==> config.mk <==
export PLATFORM = sky130hd
export DESIGN_NAME = alarm_clock_fsm
export DESIGN_NICKNAME = d
export VERILOG_FILES = /design/src/rtl/alarm_clock_fsm.sv
export SDC_FILE = /design/constraint.sdc
export NUM_CORES = 1
export LEC_CHECK = 0
export ABC_AREA = 1
export CORE_AREA = 2 2 40 42
export CTS_BUF_LIST = sky130_fd_sc_hd__clkbuf_8 sky130_fd_sc_hd__clkbuf_16
export CTS_CLUSTER_SIZE = 16
export DETAILED_ROUTE_END_ITERATION = 10
export DIE_AREA = 0 0 42 44
export PLACE_DENSITY_LB_ADDON = 0.15
export SLEW_MARGIN = 20
export SYNTH_ARGS = -nofsm -noshare
export SYNTH_HDL_FRONTEND = slang
export SYNTH_SLANG_ARGS = --single-unit
==> constraint.sdc <==
create_clock -name clock -period 3.5 [get_ports clock]
set_input_delay 0.525 -clock clock [delete_from_list [all_inputs] [get_ports clock]]
set_output_delay 0.525 -clock clock [all_outputs]
set_load 0.05 [all_outputs]
==> src/rtl/alarm_clock_fsm.sv <==
// ---------------------------------------------------------------------------
// alarm_clock_fsm
//
// Control state machine for the digital alarm clock. Interprets keypad
// digits, the alarm button and the time button, and sequences the shared
// display / register datapath. A keypad-entry timeout returns the display
// to the running time when the user stops typing.
//
// Ports:
//   clock          in   system clock, all state changes on the rising edge
//   reset          in   synchronous, active-high
//   one_second     in   one-clock-wide pulse, once per second
//   key [3:0]      in   keypad code (0-9 digits, anything else = no key)
//   alarm_button   in   level, high while pressed
//   time_button    in   level, high while pressed
//   show_alarm     out  display selects the alarm register
//   show_new_time  out  display selects the key-entry register
//   shift          out  one-cycle strobe, shifts key into key-entry register
//   load_new_a     out  one-cycle strobe, loads alarm register
//   load_new_c     out  one-cycle strobe, loads current-time register
//   digit_count[2:0] out digits captured in the current entry, 0-4
// ---------------------------------------------------------------------------
module alarm_clock_fsm #(
    parameter logic [3:0] NOKEY       = 4'd10,
    parameter logic [3:0] TIMEOUT_SEC = 4'd10
) (
    input  logic       clock,
    input  logic       reset,
    input  logic       one_second,
    input  logic [3:0] key,
    input  logic       alarm_button,
    input  logic       time_button,
    output logic       show_alarm,
    output logic       show_new_time,
    output logic       shift,
    output logic       load_new_a,
    output logic       load_new_c,
    output logic [2:0] digit_count
);

    localparam logic [2:0] SHOW_TIME  = 3'd0;
    localparam logic [2:0] SHOW_ALARM = 3'd1;
    localparam logic [2:0] KEY_STORED = 3'd2;
    localparam logic [2:0] KEY_WAITED = 3'd3;
    localparam logic [2:0] KEY_ENTRY  = 3'd4;
    localparam logic [2:0] SET_ALARM  = 3'd5;
    localparam logic [2:0] SET_TIME   = 3'd6;

    logic [2:0] state;
    logic [2:0] next_state;
    logic [3:0] sec_cnt;
    logic       valid_key;
    logic       timeout;

    // Digits are the codes below NOKEY; codes NOKEY..15 all count as no key.
    assign valid_key = (key < NOKEY);
    assign timeout   = (sec_cnt == TIMEOUT_SEC);

    // Next-state logic. Buttons take priority over a timeout arriving on the
    // same cycle, and alarm beats time when both are pressed together.
    always_comb begin
        next_state = state;
        case (state)
            SHOW_TIME: begin
                if (alarm_button)
                    next_state = SHOW_ALARM;
                else if (valid_key)
                    next_state = KEY_STORED;
            end
            SHOW_ALARM: begin
                if (!alarm_button)
                    next_state = SHOW_TIME;
            end
            KEY_STORED: next_state = KEY_WAITED;
            KEY_WAITED: begin
                if (!valid_key)
                    next_state = KEY_ENTRY;
                else if (timeout)
                    next_state = SHOW_TIME;
            end
            KEY_ENTRY: begin
                if (alarm_button)
                    next_state = SET_ALARM;
                else if (time_button)
                    next_state = SET_TIME;
                else if (timeout)
                    next_state = SHOW_TIME;
                else if (valid_key && (digit_count < 3'd4))
                    next_state = KEY_STORED;
            end
            SET_ALARM: next_state = SHOW_TIME;
            SET_TIME:  next_state = SHOW_TIME;
            default:   next_state = SHOW_TIME;
        endcase
    end

    // State register.
    always_ff @(posedge clock) begin
        if (reset)
            state <= SHOW_TIME;
        else
            state <= next_state;
    end

    // Inactivity counter: only runs while waiting for the next key, and is
    // cleared whenever a digit is accepted so each digit restarts the window.
    // A one_second pulse landing in KEY_STORED is deliberately dropped.
    always_ff @(posedge clock) begin
        if (reset) begin
            sec_cnt <= 4'd0;
        end else if ((state == KEY_WAITED) || (state == KEY_ENTRY)) begin
            if (one_second && (sec_cnt != TIMEOUT_SEC))
                sec_cnt <= sec_cnt + 4'd1;
        end else begin
            sec_cnt <= 4'd0;
        end
    end

    // Digit counter: cleared while idle, bumped once per accepted digit and
    // held through the load states so it is still visible during the strobe.
    always_ff @(posedge clock) begin
        if (reset) begin
            digit_count <= 3'd0;
        end else if ((state == SHOW_TIME) || (state == SHOW_ALARM)) begin
            digit_count <= 3'd0;
        end else if ((state == KEY_STORED) && (digit_count != 3'd4)) begin
            digit_count <= digit_count + 3'd1;
        end
    end

    // Moore output decode from the state register only.
    assign show_alarm    = (state == SHOW_ALARM);
    assign show_new_time = (state == KEY_STORED) || (state == KEY_WAITED) ||
                           (state == KEY_ENTRY)  || (state == SET_ALARM)  ||
                           (state == SET_TIME);
    assign shift         = (state == KEY_STORED);
    assign load_new_a    = (state == SET_ALARM);
    assign load_new_c    = (state == SET_TIME);

endmodule

==> impl_metrics.json <==
{
  "die-area_um2": 1850,
  "clockRootBuffer": "clkbuf_8",
  "clockBufferDepth": 2,
  "route.detailed.drc": 0,
  "ys.flop_type": "dfxtp_1",
  "core_um2": 1420,
  "crit_required_ns": 2.97,
  "synth-seq-area-share_pct": 30.5,
  "wl_per_cell_um": 10.0,
  "wl_um": 1280,
  "synth_edf_count": 0,
  "met2_usage_pct": 27.2,
  "slew_viol_final": 0,
  "postLayoutCoreUtil_pct": 62.1,
  "stdcell_count": 128,
  "synth_top_cell_by_area": "dfxtp_1",
  "tightestPinTransition_ns": 0.494,
  "drive_gt1_share_pct": 17.0,
  "cts_tree": "built",
  "cts.sinks": 10,
  "vias": 634,
  "run_status": "complete, no violations",
  "setup_viol": 0,
  "grt_busiest_layer": "met2",
  "syn-cell-area_um2": 656,
  "crit_fanout": 7,
  "synth_top_cells_by_count": "12 x inv_1, 12 x nor2_1, 10 x dfxtp_1, 9 x nand2_1",
  "synth_top_area_share_pct": 30.5,
  "min_from": "digit_count[1]",
  "end_kind": "output pin",
  "io_pins": 17,
  "synth.distinct_cells": 22,
  "cap_viol_max_count": 0,
  "initial_core_util_pct": 46.2,
  "power_mw": 0.500,
  "holdBufCountCts": 0,
  "fin_crit_sh_pct": 75.1,
  "synth_seq_cells": 10,
  "grt-ovfl-total": 0,
  "grt_pass1_vias": 596,
  "path_class": "reg2out",
  "synth_cells": 93,
  "fp-row-count": 14,
  "pre_cts_ws_ns": 1.13,
  "synth_fp_nets": 107,
  "die_w_um": 42,
  "cts_resized": 0,
  "port_buffers": 15,
  "drtPass1Iterations": 3,
  "syn_to_final_growth_pct": 34.4,
  "placed_area_um2": 826,
  "design_area_um2": 881,
  "cts.reportedPaths.clkPinSlew_ns": 0.05,
  "vdd_ir_drop_max_mv": 0.422,
  "min_period_ns": 2.63,
  "critPathArrivalTime_ns": 2.10,
  "dieHeight_um": 44,
  "tns_ns": 0,
  "ctsHtreeMaxLevel": 1,
  "critPathLaunchType": "flip-flop",
  "hold_path_class": "reg2reg",
  "clk_latency_ns": 0.24,
  "fin_skew_ns": 0.00621,
  "antenna_found_initial": 0,
  "globalRouteMet1Util_pct": 20.6,
  "gp_congestion": 0.838,
  "grt_usage_pct": 17.6,
  "numCtsBuffers": 3,
  "hold_viol_final": 0,
  "dp_hpwl_um": 1010,
  "grtUsageMet3_pct": 7.50,
  "rsz0062_at_grt": "false",
  "power_per_cell_area_nw_per_um2": 568,
  "timing.slew.headroom_pct": 67.0,
  "timing.rr.start": "state[1]",
  "leakage_nw": 0.366,
  "crit_start": "state[1]",
  "antenna_cells": 0,
  "async_flop_share_pct": 0,
  "post-place-cells": 124,
  "postRouteAntennaNets": 0,
  "vias_per_cell": 4.95,
  "layout.nets": 127,
  "clock.fmax_ghz": 0.380,
  "yosys_warnings": 0,
  "grt_pass1_wl_um": 2380,
  "drt-initial-drc-count": 12,
  "syn_avg_cell_area_um2": 7.05,
  "setup_ws_ns": 0.870,
  "synth.area.top_cells": "dfxtp_1 31%, ha_1 9.5%, inv_1 6.9%",
  "post_cts_buffers": 0,
  "hold_slack_ns": 0.511,
  "grt_start_max_net_pins": 9
}
==> worst paths after layout <==
kind / endpoint / slack, ns / cells after the start
setup / recovery: show_new_time / 0.87 / 4
hold / removal: digit_count[1] / 0.51 / 2
setup reg to reg: digit_count[0] / 2.08 / 5
hold reg to reg: digit_count[1] / 0.51 / 2
==> critical path, cell delays in order, from the launching register on <==
cell and delay, ns:
dfxtp_1 0.48, inv_2 0.11, ha_1 0.29, or2_2 0.29
clkdlybuf4s50_1 0.70
==> flip-flops by register name, indices dropped and copies added, names as in the netlist <==
name         count
digit_count      3
sec_cnt          4
state            3
==> layer usage <==
layer  share of wire [%]  vias up
li1                    -      344
met1                  51      276
met2                  44       12
met3                 4.7        2
met4                0.70        0
met5                   0        -
==> cells by family (layout without fill, tap and decap cells) <==
| family | after synthesis | in the layout | share of synthesized area, % |
|---|---|---|---|
| compound gates | 16 | 16 | 13.4 |
| simple gates | 46 | 46 | 36.6 |
| flops | 10 | 10 | 30.5 |
| buf+inv | 15 | 34 | 8.59 |
| xor+xnor | 1 | 1 | 1.34 |
| fa+ha+maj | 5 | 5 | 9.54 |
==> cell usage in the layout, fill, tap and decap left out, types with 2 or more instances in the layout <==
cell | Yosys | routed
nand2_2 | 3 | 3
nor3_1 | 5 | 5
clkdlybuf4s50_1 | 0 | 15
nand4_1 | 3 | 3
nor2_1 | 12 | 12
clkbuf_8 | 0 | 4
dfxtp_1 | 10 | 10
nand3_1 | 4 | 4
inv_1 | 12 | 12
a21oi_1 | 6 | 6
ha_1 | 5 | 5
nor2_2 | 4 | 4
inv_2 | 3 | 3
or2_2 | 2 | 2
a211oi_1 | 2 | 2
nand2_1 | 9 | 9
o21ai_0 | 6 | 6
==> layout make-up <==
type                       count  area (um2)
tap                           16        20.0
fill                         135         538
multi-input combinational     68         399
timing repair buffer          15         150
inverter                      15        56.3
sequential                    10         200
clock buffer                   4        55.1
==> power by group <==
part           leakage (nW)  internal, mW  switching (mW)  total, mW
logic                 0.256        0.0760           0.136      0.212
clock network        0.0288        0.0988          0.0448      0.144
registers            0.0812         0.126          0.0184      0.144
total                 0.366         0.301           0.199      0.500
Note: power is estimated with default switching activity, not from simulation.
